--- config.mk ---
export PLATFORM = sky130hd
export DESIGN_NAME = stage_sequencer
export DESIGN_NICKNAME = d
export VERILOG_FILES = /design/src/rtl/stage_sequencer_pkg.sv /design/src/rtl/stage_sequencer_mem_wait_timer.sv /design/src/rtl/stage_sequencer.sv
export SDC_FILE = /design/constraint.sdc
export NUM_CORES = 1
export LEC_CHECK = 0
export CORE_MARGIN = 1
export CORE_UTILIZATION = 40
export CTS_CLUSTER_DIAMETER = 120
export CTS_CLUSTER_SIZE = 12
export DETAILED_ROUTE_END_ITERATION = 7
export HOLD_SLACK_MARGIN = 0.1
export PLACE_DENSITY = 0.76
export SYNTH_ARGS = -nofsm -noshare
export SYNTH_HDL_FRONTEND = slang
export SYNTH_SLANG_ARGS = --single-unit
--- constraint.sdc ---
create_clock -name clk -period 2.3 [get_ports clk]
set_input_delay 0.46 -clock clk [delete_from_list [all_inputs] [get_ports clk]]
set_output_delay 0.46 -clock clk [all_outputs]
set_load 0.03 [all_outputs]
--- src/rtl/stage_sequencer_pkg.sv ---
// Shared definitions for the stage sequencer: FSM state encoding, stage strobe
// indices and the state-to-strobe decode used by the control unit and benches.
package stage_sequencer_pkg;

  typedef enum logic [2:0] {
    S_IDLE   = 3'd0,
    S_IF     = 3'd1,
    S_ID     = 3'd2,
    S_ALU    = 3'd3,
    S_MEM    = 3'd4,
    S_RB_BR  = 3'd5,
    S_INT    = 3'd6,
    S_HALTED = 3'd7
  } seq_state_e;

  localparam int NUM_STAGES  = 5;
  localparam int STAGE_IF    = 0;
  localparam int STAGE_ID    = 1;
  localparam int STAGE_ALU   = 2;
  localparam int STAGE_MEM   = 3;
  localparam int STAGE_RB_BR = 4;

  localparam int WAIT_W = 8;

  function automatic logic [NUM_STAGES-1:0] stage_strobes(input seq_state_e st);
    logic [NUM_STAGES-1:0] v;
    v = '0;
    case (st)
      S_IF:    v[STAGE_IF]    = 1'b1;
      S_ID:    v[STAGE_ID]    = 1'b1;
      S_ALU:   v[STAGE_ALU]   = 1'b1;
      S_MEM:   v[STAGE_MEM]   = 1'b1;
      S_RB_BR: v[STAGE_RB_BR] = 1'b1;
      default: v = '0;
    endcase
    return v;
  endfunction

endpackage

--- src/rtl/stage_sequencer_mem_wait_timer.sv ---
// MEM-phase wait counter: synchronous clear/enable counter with a terminal-count
// flag raised when the count equals MEM_WAIT_MAX.
module stage_sequencer_mem_wait_timer
  import stage_sequencer_pkg::*;
#(
  parameter int MEM_WAIT_MAX = 15
) (
  input  logic              clk,
  input  logic              rst,
  input  logic              clr,
  input  logic              en,
  output logic [WAIT_W-1:0] wait_cnt,
  output logic              tc
);

  localparam logic [WAIT_W-1:0] TC_VAL = WAIT_W'(MEM_WAIT_MAX);

  logic [WAIT_W-1:0] wait_cnt_d;
  logic [WAIT_W-1:0] wait_cnt_q;

  // next count: clear has priority over increment
  always_comb begin
    if (clr) begin
      wait_cnt_d = '0;
    end else if (en) begin
      wait_cnt_d = wait_cnt_q + WAIT_W'(1);
    end else begin
      wait_cnt_d = wait_cnt_q;
    end
  end

  // count register
  always_ff @(posedge clk) begin
    if (rst) begin
      wait_cnt_q <= '0;
    end else begin
      wait_cnt_q <= wait_cnt_d;
    end
  end

  assign wait_cnt = wait_cnt_q;
  assign tc       = (wait_cnt_q == TC_VAL);

endmodule

--- src/rtl/stage_sequencer.sv ---
// Five-phase instruction stage sequencer with MEM stretching, HLT parking and
// MTC interrupt hold-off. Define SEQ_SKIP_MEM_EN to bypass MEM for non-memory instructions.
module stage_sequencer
  import stage_sequencer_pkg::*;
#(
  parameter int CNT_W        = 32,
  parameter int MEM_WAIT_MAX = 15
) (
  input  logic             clk,
  input  logic             rst,
  input  logic             start,
  input  logic             halt,
  input  logic             interrupt,
  input  logic             mem_access,
  input  logic             mem_ready,
  input  logic             int_done,
  output logic             IF_en,
  output logic             ID_en,
  output logic             ALU_en,
  output logic             MEM_en,
  output logic             RB_BR_en,
  output logic             int_ack,
  output logic             halted,
  output logic             mem_timeout,
  output logic [CNT_W-1:0] instr_count
);

  seq_state_e             state_d, state_q;
  logic                   int_pend_d, int_pend_q;
  logic [CNT_W-1:0]       instr_count_d, instr_count_q;
  logic [NUM_STAGES-1:0]  strobes_d, strobes_q;
  logic                   int_ack_d, int_ack_q;
  logic                   halted_d, halted_q;
  logic                   mem_exit_s;
  logic                   mem_timeout_s;
  logic                   timer_clr_s;
  logic                   timer_en_s;
  logic [WAIT_W-1:0]      wait_cnt_s;
  logic                   wait_tc_s;

  stage_sequencer_mem_wait_timer #(
    .MEM_WAIT_MAX(MEM_WAIT_MAX)
  ) u_mem_wait_timer (
    .clk      (clk),
    .rst      (rst),
    .clr      (timer_clr_s),
    .en       (timer_en_s),
    .wait_cnt (wait_cnt_s),
    .tc       (wait_tc_s)
  );

  // next-state, pending-interrupt and retired-count logic
  always_comb begin
    state_d       = state_q;
    int_pend_d    = int_pend_q;
    instr_count_d = instr_count_q;
    mem_exit_s    = 1'b0;
    mem_timeout_s = 1'b0;
    case (state_q)
      S_IDLE: begin
        if (start) state_d = S_IF;
        else       state_d = S_IDLE;
      end
      S_IF: state_d = S_ID;
      S_ID: begin
        state_d = S_ALU;
        if (interrupt) int_pend_d = 1'b1;
        else           int_pend_d = int_pend_q;
      end
      S_ALU: begin
        if (halt) begin
          state_d       = S_HALTED;
          instr_count_d = instr_count_q + CNT_W'(1);
          int_pend_d    = 1'b0;
        end
`ifdef SEQ_SKIP_MEM_EN
        else if (!mem_access) begin
          state_d = S_RB_BR;
        end
`endif
        else begin
          state_d = S_MEM;
        end
      end
      S_MEM: begin
        // ready is checked before the terminal count so a same-cycle ready suppresses the timeout
        if (!mem_access || mem_ready) begin
          mem_exit_s = 1'b1;
          state_d    = S_RB_BR;
        end else if (wait_tc_s) begin
          mem_exit_s    = 1'b1;
          mem_timeout_s = 1'b1;
          state_d       = S_RB_BR;
        end else begin
          state_d = S_MEM;
        end
      end
      S_RB_BR: begin
        instr_count_d = instr_count_q + CNT_W'(1);
        if (int_pend_q) state_d = S_INT;
        else            state_d = S_IF;
      end
      S_INT: begin
        if (int_done) begin
          int_pend_d = 1'b0;
          state_d    = S_IF;
        end else begin
          state_d = S_INT;
        end
      end
      S_HALTED: begin
        if (start) state_d = S_IF;
        else       state_d = S_HALTED;
      end
      default: state_d = S_IDLE;
    endcase
  end

  // Moore outputs precomputed from the next state so the flops line up with state_q
  always_comb begin
    strobes_d = stage_strobes(state_d);
    int_ack_d = (state_d == S_INT);
    halted_d  = (state_d == S_HALTED);
  end

  // wait counter runs only while MEM is held; it never wraps past all-ones
  always_comb begin
    timer_en_s  = (state_q == S_MEM) && !mem_exit_s && (wait_cnt_s != {WAIT_W{1'b1}});
    timer_clr_s = (state_q != S_MEM) || mem_exit_s;
  end

  // sequencer state and registered outputs
  always_ff @(posedge clk) begin
    if (rst) begin
      state_q       <= S_IDLE;
      int_pend_q    <= 1'b0;
      instr_count_q <= '0;
      strobes_q     <= '0;
      int_ack_q     <= 1'b0;
      halted_q      <= 1'b0;
    end else begin
      state_q       <= state_d;
      int_pend_q    <= int_pend_d;
      instr_count_q <= instr_count_d;
      strobes_q     <= strobes_d;
      int_ack_q     <= int_ack_d;
      halted_q      <= halted_d;
    end
  end

  assign IF_en       = strobes_q[STAGE_IF];
  assign ID_en       = strobes_q[STAGE_ID];
  assign ALU_en      = strobes_q[STAGE_ALU];
  assign MEM_en      = strobes_q[STAGE_MEM];
  assign RB_BR_en    = strobes_q[STAGE_RB_BR];
  assign int_ack     = int_ack_q;
  assign halted      = halted_q;
  assign mem_timeout = mem_timeout_s;
  assign instr_count = instr_count_q;

endmodule

==> run_results.csv, run 1 <==
group,metric,value,unit
sta,skew,6.03,ps
run_status,status,"finished with violations",
floorplanning,core_area,0.00635,mm²
cts,cts_resized,0,
sta,rsz0062_at_grt,"false",
layout,num-fill-cells,589,
synth,syn_area,0.00262,mm²
placed_design,place_hpwl,4480,µm
synth,synth_top_area_cell,"dfxtp_1",
layout,layout.cells.non_filler,429,
placed_design,gp_congestion,0.838,
floorplanning,dieArea,0.00689,mm²
layout,seqCellArea,0.00102,mm²
layout,multi_input_comb_area,0.00148,mm²
pwr,leakage,0.00112,µW
layout,drive_gt1_share,11.1,%
setup_path,worst-endpoint-arrival,1770,ps
drt,drt_iter0_markers,145,
placed_design,place_inst,421,
cts,cts.htree.levels,2,
sta,finalCritPeriodShare,97.1,%
synth,synth.most_common_cell,"dfxtp_1",
global_routing,grt_pass1_wl,10100,µm
cts,cts.clk_slew.worst_paths,100,ps
synth,synthTopCellsByCount,"dfxtp_1 (51), nor2_1 (27), a21oi_1 (21)",
synth,synthFlopType,"dfxtp_1",
synth,synth.net_count,309,
global_routing,globalRouteOverflowTotal,0,
cts,clock_path_buffers,2,
setup_path,crit_type,"in2out",
min_path,hold_path.class,"reg2reg",
pwr,power_density,499,mW/mm²
sta,fmax,0.448,GHz
layout,antenna_cells,0,
global_routing,grt_usage,17.4,%
drt,vias_per_cell,5.75,
synth,synth_area_leaders,"dfxtp_1 (39%), or4_1 (4.6%), o31ai_1 (4.3%)",
setup_path,critPathRequiredTime,1840,ps
placed_design,post-place-ws,36.7,ps
setup_path,start_kind,"input port",
floorplanning,num_io_pins,48,
sta,finalWorstSetupSlack,65.9,ps
cts,clock_latency,300,ps
synth,synth_top_area_share,38.9,%
sta,worst_pin_slew,586,ps
synth,synth_edf_count,0,
drt,wl,5950,µm
drt,ant_nets,0,
global_routing,grt_max_degree,23,
layout,fin_nets,361,
sta,slew_headroom,60.6,%
drt,drc_errors,2,
synth,async_reset_ff_share,0,%
floorplanning,start_util,41.3,%
synth,synth_cells,299,
synth,avgSynthCellArea,8.78,µm²
cts,cts_buffers,5,
setup_path,setup.worst_path.end_class,"output port",
floorplanning,rows,29,
global_routing,grt_pass1_vias,2268,
cts,postCtsSetupBuffers,0,
pwr,ir_worst_vdd,0.000340,V
sta,finalHoldViolCount,0,
pwr,report.power.total,1660,µW
synth,synthDistinctLibCells,54,
floorplanning,die-width,83.0,µm
synth,synth_seq_cells,51,
cts,hold_buffers,0,
sta,finalSetupViolCount,0,
placed_design,io_buffers,47,
setup_path,crit_fanout,5,
layout,fin_util,52.2,%
sta,setup_tns,0,ps
drt,post_drt_wl_per_cell,13.9,µm
floorplanning,fp.dieH,83.0,µm
job,max_cap_viol_count,0,
cts,cts_tree,"yes",
layout,area_growth,26.4,%
cts,root_buffer,"clkbuf_8",
cts,clock-sinks,51,
drt,num_vias,2467,
global_routing,antenna_found_initial,0,
sta,period_needed,2230,ps
run_status,violations,"DRC",
sta,finalMaxSlewViolations,0,
drt,dr.pass1.iters,6,
synth,synth_warnings,0,
synth,synth_seq_area_share,38.9,%
## stage by stage
stage | cell area [µm²] | hold WS [ps]
finish | 3320 | 509
global route | 3320 | 531
CTS | 3310 | 512
detailed placement | 3220 | 497
global placement | 3220 | 480
floorplan | 2620 | 497
## where the power goes
group	switching, µW	internal, µW	leakage (µW)	total (µW)
Combinational	130	96.0	0.000671	226
Sequential	12.5	902	0.000412	915
Clock	304	212	0.0000402	516
Total	446	1210	0.00112	1660
## final timing paths
check / cells past startpoint / from / slack, ps / end
max: 5 / mem_access / 70 / mem_timeout
min: 2 / instr_count[15] / 510 / instr_count[15]
max reg2reg: 4 / instr_count[9] / 260 / instr_count[21]
min reg2reg: 2 / instr_count[15] / 510 / instr_count[15]
## final cells by class
type / count / share of cell area (%)
multi-input combinational: 224 / 44.7
sequential: 51 / 30.8
timing repair buffer: 64 / 18.3
tap: 77 / 2.90
clock buffer: 5 / 2.07
clock inverter: 3 / 0.604
inverter: 5 / 0.566
## layer usage
layer / global-route usage (%) / routed length (µm)
met1: 21.9 / 2740
met2: 30.0 / 2990
met3: 2.88 / 149
met4: 6.27 / 67
met5: 0 / 0
## registers in the layout, indices dropped and copies added, names as in the netlist
name / flops
u_mem_wait_timer.wait_cnt: 8
halted: 1
strobes_q: 5
int_ack: 1
int_pend_q: 1
instr_count: 32
state_q: 3
## placed cells by master, fill, tap and decap left out, types with 4 or more instances in the layout
cell              n
inv_1             5
nor2b_1           9
nand3_1          10
xor2_1            8
nor3_1            6
o31ai_1          15
buf_4            17
and3_1           10
or3_1             4
nand4_1           6
a21oi_1          21
clkbuf_8          5
nand2_1          15
o211ai_1          4
clkdlybuf4s50_1  46
and4_1            5
nor4_1           11
mux2_1            6
o21ai_0           8
dfxtp_1          51
or4_1            16
nor2_1           27
## cells by family after synthesis
| family | count (synthesis) | synth area share [%] |
|---|---|---|
| xor+xnor | 8 | 2.67 |
| mux | 12 | 5.01 |
| buf+inv | 24 | 4.72 |
| flops | 51 | 38.9 |
| fa+ha+maj | 2 | 0.954 |
| simple gates | 133 | 29.9 |
| compound gates | 69 | 17.8 |
## worst max-delay path, stage by stage
cell	delay (ps)
clkdlybuf4s50_1	520
nor2b_1	230
nand3_2	140
nor3_1	230
buf_4	190
Note: power is estimated with default switching activity, not from simulation.
==> run 2, diff against run 1 <==
CAP_MARGIN = 20   (was unset)
SETUP_SLACK_MARGIN = 0.3   (was unset)
==> run 2 against run 1 <==
Compared with the run above: the run still ends with DRC left; first-iteration DRC count down 12%; utilization increased by 1.3 points; clock power rose by 26%; die area unchanged; largest cell class unchanged; global-route usage grew 0.78 points; combinational power about the same; register-to-register slack improved by 180 ps; routed wire length is 4.0% higher; final area up 2.5%; highest routed layer unchanged.
==> run_results.csv, run 2 (same netlist as run 1, synthesis figures left out) <==
group,metric,value,unit
run_status,status,"finished with violations",
run_status,violations,"DRC",
layout,final_area,0.00340,mm²
pwr,report.power.total,1790,µW
setup_path,critPathRequiredTime,1840,ps
setup_path,crit_type,"reg2out",
floorplanning,num_io_pins,48,
setup_path,critPathLaunch,"u_mem_wait_timer.wait_cnt[4]",
sta,slew_headroom,58.6,%
cts,clock_latency,300,ps
floorplanning,die-width,83.0,µm
setup_path,start_kind,"flop",
cts,cts_tree,"yes",
global_routing,globalRouteOverflowTotal,0,
layout,layout_common_cells,"dfxtp_1 (48), clkdlybuf4s50_1 (44), nor2_1 (27), a21oi_1 (21), or4_1 (16)",
sta,fmax,0.506,GHz
placed_design,placed_cell_area,0.00321,mm²
floorplanning,fp.dieH,83.0,µm
cts,postCtsSetupBuffers,0,
drt,num_vias,2510,
cts,cts_buffers,5,
setup_path,rr_endpoint,"instr_count[21]",
pwr,leakage,0.00113,µW
sta,hold_slack,501,ps
cts,cts.htree.levels,2,
placed_design,io_buffers,47,
drt,ant_nets,0,
layout,multi_input_comb_area,0.00156,mm²
min_path,min_to,"instr_count[15]",
layout,layout.cells.most_common,"dfxtp_1",
global_routing,antenna_found_initial,0,
layout,largest_reg_flops,32,
sta,rsz0062_at_grt,"true",
floorplanning,rows,29,
cts,root_buffer,"clkbuf_8",
global_routing,grt_pass1_vias,2324,
sta,finalSetupViolCount,0,
setup_path,r2r_slack,440,ps
layout,seqCellArea,0.00102,mm²
placed_design,gp_congestion,0.858,
placed_design,place_hpwl,4440,µm
global_routing,grt_max_degree,40,
setup_path,r2r-start,"instr_count[9]",
layout,num-fill-cells,558,
job,max_cap_viol_count,0,
sta,setup_tns,0,ps
drt,dr.pass1.iters,6,
drt,drt_iter0_markers,128,
sta,finalMaxSlewViolations,0,
layout,antenna_cells,0,
pwr,power_density,527,mW/mm²
cts,clock-sinks,51,
floorplanning,start_util,41.3,%
min_path,hold_path.class,"reg2reg",
pwr,ir_worst_vdd,0.000293,V
setup_path,setup.worst_path.end_class,"output port",
sta,finalHoldViolCount,0,
global_routing,grt_pass1_wl,10600,µm
sta,period_needed,1980,ps
floorplanning,core_area,0.00635,mm²
setup_path,worst-endpoint-arrival,1520,ps
cts,cts.clk_slew.worst_paths,100,ps
min_path,min_from,"instr_count[15]",
drt,vias_per_cell,5.89,
min_path,hold_depth,2,
sta,skew,10.9,ps
global_routing,grt_usage,18.2,%
setup_path,reg2reg_depth,4,
sta,worst_pin_slew,615,ps
layout,area_growth,29.5,%
drt,post_drt_wl_per_cell,14.5,µm
layout,layout.cells.non_filler,426,
layout,drive_gt1_share,14.0,%
floorplanning,dieArea,0.00689,mm²
drt,wl,6190,µm
sta,finalCritPeriodShare,85.9,%
cts,hold_buffers,0,
placed_design,place_inst,418,
cts,clock_path_buffers,2,
layout,fin_nets,358,
drt,drc_errors,2,
setup_path,crit_fanout,7,
run 2: cell types whose count changed in the layout (fill, tap and decap cells not counted), moves of 2 or more:
cell             delta
buf_4               -3
dfxtp_1             -3
nor4_2              +3
nor4_1              -3
clkinvlp_4          -2
nand3_4             +3
clkdlybuf4s50_1     -2
nand3_2             -2
dlygate4sd2_1       +2
dfxtp_2             +3
run 2: worst max-delay path: stages (launching register included):
cell and delay, ps:
dfxtp_2 360, or4_4 570, nor3_2 120, buf_4 180
run 2: repair_timing:
action / in CTS / in global routing
gates cloned: 0 / 0
gates resized for setup: 11 / 10
setup endpoints to repair: 3 / 17
pin swaps: 0 / 0
run 2: per-layer routing:
layer	vias to the layer above	GRT usage, %	part of all wire, %
met5	-	0	0
met4	0	5.80	1.3
met2	46	31.4	50
met1	1213	23.2	45
met3	9	3.08	3.1
li1	1242	-	-
run 2: stage by stage:
step                      setup WS, ps  util [%]
after CTS                          301      52.8
after global placement            30.0      50.5
after global routing               263      53.5
after detailed placement         -1.11      50.5
after floorplan                    426         -
final                              323      53.5
run 2: worst max path at each step:
stage	to	slack (ps)	cells after the start
detailed placement	instr_count[31]	-1	5
global route	mem_timeout	260	4
floorplan	instr_count[24]	430	5
finish	mem_timeout	320	3
global placement	mem_timeout	30	5
CTS	instr_count[24]	300	4
run 2: area by class of cell:
cell class | instances | share of cell area, %
sequential | 51 | 30.2
multi-input combinational | 224 | 45.8
clock buffer | 6 | 2.43
tap | 77 | 2.84
inverter | 5 | 0.552
timing repair buffer | 61 | 17.2
clock inverter | 2 | 1.03
run 2: power by group:
group	internal (µW)	switching (µW)	total (µW)
clock network	353	296	649
registers	903	14.6	917
logic	92.0	132	224
total	1350	443	1790
